[config.mk]
export PLATFORM = sky130hd
export DESIGN_NAME = vco_phase_decoder
export DESIGN_NICKNAME = d
export VERILOG_FILES = /design/src/rtl/vco_adc_pkg.sv /design/src/rtl/phase_idx_decode.sv /design/src/rtl/vco_phase_decoder.sv
export SDC_FILE = /design/constraint.sdc
export NUM_CORES = 1
export LEC_CHECK = 0
export BUFFER_PORTS_ARGS = -buffer_cell sky130_fd_sc_hd__buf_4
export CORE_AREA = 3 3 108 110
export CTS_CLUSTER_SIZE = 25
export DETAILED_ROUTE_END_ITERATION = 6
export DIE_AREA = 0 0 111 113
export MAX_ROUTING_LAYER = met4
export PLACE_DENSITY = 0.59
export SLEW_MARGIN = 20
export SYNTH_ARGS = -nofsm -noshare
export SYNTH_HDL_FRONTEND = slang
export SYNTH_SLANG_ARGS = --single-unit
[constraint.sdc]
create_clock -name clk -period 4.6 [get_ports clk]
set_input_delay 0.23 -clock clk [delete_from_list [all_inputs] [get_ports clk]]
set_output_delay 0.23 -clock clk [all_outputs]
set_load 0.1 [all_outputs]
[src/rtl/vco_adc_pkg.sv]
// vco_adc_pkg: shared constants and types for the VCO ADC phase back-end
package vco_adc_pkg;
    localparam int NPHASE = 16;
    localparam int IDX_W = 5;
    localparam logic [NPHASE-1:0] PHASE_REF = 16'h5555;
    typedef logic [IDX_W-1:0] phase_idx_t;
endpackage

[src/rtl/phase_idx_decode.sv]
// phase_idx_decode: thermometer ring code (after reference XOR) to phase index plus legality flag
module phase_idx_decode
    import vco_adc_pkg::*;
(
    input  logic [NPHASE-1:0] i_x,
    output phase_idx_t        o_idx,
    output logic              o_legal
);
    localparam logic [NPHASE-1:0] ONE = NPHASE'(1);
    phase_idx_t        w_ones;
    logic [NPHASE-1:0] w_inv;
    always_comb begin
        w_ones = '0;
        for (int i = 0; i < NPHASE; i++) w_ones = w_ones + phase_idx_t'(i_x[i]);
    end
    assign w_inv = ~i_x;
    // ones-from-MSB means the complement is a low mask; otherwise x itself must be a low mask
    assign o_legal = i_x[NPHASE-1] ? ((w_inv & (w_inv + ONE)) == '0) : ((i_x & (i_x + ONE)) == '0);
    assign o_idx = i_x[NPHASE-1] ? w_ones : phase_idx_t'(0) - w_ones;
endmodule

[src/rtl/vco_phase_decoder.sv]
// vco_phase_decoder: synchronizes ring phases, differences the phase index and decimates the counts
module vco_phase_decoder
    import vco_adc_pkg::*;
#(
    parameter int DECIM       = 16,
    parameter int OUT_W       = 12,
    parameter int SYNC_STAGES = 2
) (
    input  logic              clk,
    input  logic              rst,
    input  logic              en_i,
    input  logic [NPHASE-1:0] phases_i,
    output logic [IDX_W-1:0]  delta_o,
    output logic              delta_valid_o,
    output logic [OUT_W-1:0]  sum_o,
    output logic              sum_valid_o,
    output logic              code_err_o,
    output logic [7:0]        err_cnt_o
);
    localparam int CNT_W = $clog2(DECIM);

    if (OUT_W < $clog2(DECIM*31+1)) begin : g_bad_width
        $error("OUT_W too narrow for DECIM");
    end

    logic [SYNC_STAGES-1:0][NPHASE-1:0] r_sync;
    logic [SYNC_STAGES:0]               r_live;
    phase_idx_t                         r_idx, r_idx_prev, w_idx, w_delta;
    logic                               r_bad, r_prime, w_legal, w_active, w_valid, w_last;
    logic [CNT_W-1:0]                   r_cnt;
    logic [OUT_W-1:0]                   r_acc, w_acc_next;

    phase_idx_decode u_dec (
        .i_x     (r_sync[SYNC_STAGES-1] ^ PHASE_REF),
        .o_idx   (w_idx),
        .o_legal (w_legal)
    );

    // conversion only counts once every pipeline stage holds a sample taken while enabled
    assign w_active   = en_i & (&r_live);
    assign w_valid    = w_active & r_prime;
    assign w_delta    = r_idx - r_idx_prev;
    assign w_last     = r_cnt == CNT_W'(DECIM-1);
    assign w_acc_next = r_acc + OUT_W'(w_delta);

    always_ff @(posedge clk or posedge rst) begin
        if (rst) begin
            r_sync        <= '0;
            r_live        <= '0;
            r_idx         <= '0;
            r_idx_prev    <= '0;
            r_bad         <= 1'b0;
            r_prime       <= 1'b0;
            r_cnt         <= '0;
            r_acc         <= '0;
            delta_o       <= '0;
            delta_valid_o <= 1'b0;
            sum_o         <= '0;
            sum_valid_o   <= 1'b0;
            code_err_o    <= 1'b0;
            err_cnt_o     <= '0;
        end else begin
            r_sync        <= {r_sync[SYNC_STAGES-2:0], phases_i};
            r_live        <= {r_live[SYNC_STAGES-1:0], en_i};
            r_idx         <= w_legal ? w_idx : r_idx;
            r_bad         <= ~w_legal;
            r_idx_prev    <= r_idx;
            r_prime       <= w_active;
            code_err_o    <= w_active & r_bad;
            delta_valid_o <= w_valid;
            sum_valid_o   <= w_valid & w_last;
            if (w_active & r_bad & ~&err_cnt_o) err_cnt_o <= err_cnt_o + 8'd1;
            if (w_valid) delta_o <= w_delta;
            if (!w_active) begin
                r_cnt <= '0;
                r_acc <= '0;
            end else if (w_valid) begin
                r_cnt <= w_last ? '0 : r_cnt + CNT_W'(1);
                r_acc <= w_last ? '0 : w_acc_next;
                if (w_last) sum_o <= w_acc_next;
            end
        end
    end
endmodule

==> impl_metrics.tcl <==
set metrics [dict create \
    detailed_place_hpwl_um 5540 \
    final_common_cell "dfrtp_1" \
    filler_cell_count 965 \
    ant_nets 0 \
    grt_pass1_wl_um 14000 \
    netlist_area_um2 4260 \
    grt_pass1_vias 2937 \
    rrSetupSlack_ps 190 \
    yosysSeqAreaShare_pct 53.5 \
    gp_congestion 0.870 \
    final_util_pct 47.9 \
    drv_slew 0 \
    drc 0 \
    critPathRequiredTime_ps 4860 \
    r2r-start "r_sync[16]" \
    io_pins 47 \
    rr_endpoint "r_idx[4]" \
    worstMarginPinSlew_ps 754 \
    end_kind "flop" \
    final_nets 491 \
    initial_core_util_pct 39.4 \
    diodes 0 \
    power_mw 2.01 \
    r2r_cells 15 \
    drv_cap 0 \
    setup_viol 0 \
    vdd_ir_drop_max_v 0.000324 \
    yosys_register_bits 91 \
    cts.clk_slew.worst_paths_ps 100 \
    place_worst_setup_slack_ps 37.6 \
    wl_per_cell_um 13.1 \
    die_area_um2 12500 \
    yosys_warnings 0 \
    drtIter0Drc 97 \
    clk_latency_ps 370 \
    slowest_stage "fa_1" \
    grt_start_max_net_pins 58 \
    powerDensity_nw_per_um2 388 \
    holdPathStages 0 \
    cts.path.max_buffers 2 \
    most-common-layout-cells "91 x dfrtp_1, 49 x buf_4, 38 x inv_1, 33 x nand2_1, 24 x o21ai_0" \
    fin_crit_ps 4410 \
    syn_nets 419 \
    yosysTopAreaCell "dfrtp_1" \
    setup_slack_ps 193 \
    syn2layout_area_growth_pct 21.6 \
    cts-root-buf "clkbuf_8" \
    outcome "complete, no violations" \
    vias 2851 \
    cts_tree "yes" \
    io_buffers 46 \
    skew_ps 10.4 \
    drive_above_1_share_pct 19.6 \
    max_slew_margin_pct 49.6 \
    hold_viol 0 \
    whs_ps 347 \
    hold_end "r_sync[31]" \
    synth_flop_cell "dfrtp_1" \
    fmax_mhz 227 \
    async_flop_share_pct 100 \
    worstPathCellList "inv_1 > ha_1 > fa_1 > fa_1 > fa_1 > fa_1 > fa_2 > inv_2 > fa_1 > inv_1 > ha_1 > nand2_1 > mux2_2 > o21ai_0 > mux2_2" \
    rsz0062_at_grt "false" \
    period_share_pct 95.8 \
    cts_made_buffers 9 \
    critical-path-max-stage-delay_ps 510 \
    min_from "r_sync[15]" \
    antenna_found_initial 0 \
    die-width_um 111 \
    leakage_nw 2.48 \
    h-tree-depth 3 \
    die_y_um 113 \
    coreArea_um2 10800 \
    grt_util_all_layers_pct 14.4 \
    synthTopCellsByArea "dfrtp_1 54%, ha_1 5.9%, fa_1 5.6%" \
    overflow 0 \
    ys_types 45 \
    syn_avg_cell_area_um2 11.6 \
    crit_path_max_fanout 4 \
    arrival_ps 4670 \
    wirelength_um 7680 \
    synth_edf_count 0 \
    synth_cells 368 \
    setup-tns-final_ps 0 \
    synth_top_area_share_pct 53.5 \
    dr.pass1.iters 4 \
    cts_sinks 91 \
    rows 38 \
    critPathKind "flop to flop" \
    cp_common_cell "fa_1" \
    viasPerCell 4.87 \
    worstHoldPathType "flop to flop" \
    start_kind "flop" \
]
## how the worst max path moves through the flow
stage	end	slack [ps]	depth (start not counted)	from
2_1_floorplan	r_idx[4]	200	15	r_sync[16]
3_3_place_gp	r_idx[4]	90	15	r_sync[16]
3_5_place_dp	r_idx[4]	40	15	r_sync[16]
4_1_cts	r_idx[4]	50	15	r_sync[16]
5_1_grt	r_idx[4]	3	15	r_sync[16]
6_report	r_idx[4]	190	15	r_sync[16]
## state kept, by name, summed over array words and instances (netlist names), 3 cells and up
| name | count |
|---|---|
| r_sync | 32 |
| r_acc | 12 |
| sum_o | 12 |
| err_cnt_o | 8 |
| delta_o | 5 |
| r_idx | 5 |
| r_idx_prev | 5 |
| r_cnt | 4 |
| r_live | 3 |
## power breakdown
| group | switching [mW] | internal [mW] | leakage, nW |
|---|---|---|---|
| sequential | 0.0339 | 0.836 | 1.18 |
| clock | 0.302 | 0.261 | 0.102 |
| combinational | 0.346 | 0.230 | 1.20 |
## stage by stage
step                      area [µm²]  instances
final                           5170        585
after global routing            5170        585
after CTS                       5160        584
after detailed placement        4770        550
after global placement          4770        550
after floorplan                 4260        368
## area by class of cell
| class | instances | area [µm²] | area share, % |
|---|---|---|---|
| clock buffer | 9 | 124 | 2.39 |
| clock inverter | 7 | 83.8 | 1.62 |
| inverter | 40 | 151 | 2.93 |
| multi-input combinational | 231 | 1820 | 35.1 |
| sequential | 91 | 2280 | 44.0 |
| tap | 140 | 175 | 3.38 |
| timing repair buffer | 67 | 548 | 10.6 |
## synthesized netlist by cell type, types with 9 or more instances
cell and number:
a21oi_1 15, ha_1 20, mux2_2 13, inv_1 40, a31oi_1 9, dfrtp_1 91, nand2_1 33, fa_1 12
xnor2_1 17, xor2_1 10, nor2_1 13, o21ai_0 24
## cell families (layout without fill, tap and decap cells)
kind of cell / Yosys count / in the layout / synth area share [%]
flops: 91 / 91 / 53.5
buf+inv: 46 / 123 / 4.06
compound gates: 77 / 77 / 12.1
mux: 15 / 15 / 3.91
simple gates: 80 / 80 / 9.38
fa+ha+maj: 32 / 32 / 11.5
xor+xnor: 27 / 27 / 5.56
## worst max-delay path, delay by kind of cell (launching register included)
| kind | cells | cell delay [ps] |
|---|---|---|
| compound gates | 1 | 60 |
| fa+ha+maj | 8 | 3100 |
| buf+inv | 3 | 240 |
| flops | 1 | 390 |
| mux | 2 | 480 |
| simple gates | 1 | 60 |
## metal layers
layer  global-route usage [%]  part of all wire, %  wire (µm)  up-vias
li1                         -                    -          -     1401
met1                     18.2                   46       3530     1369
met2                     21.7                   47       3570       67
met3                     4.17                  5.1        394       14
met4                     6.16                  2.3        180        0
met5                        -                    0          0        -
## what timing repair did
item	4_1_cts	5_1_grt
endpoints found under the setup margin	0	3
gates resized for setup	0	3
endpoints found under the hold margin	51	0
buffers inserted	0	1
hold buffers	18	0
Note: power is estimated with default switching activity, not from simulation.
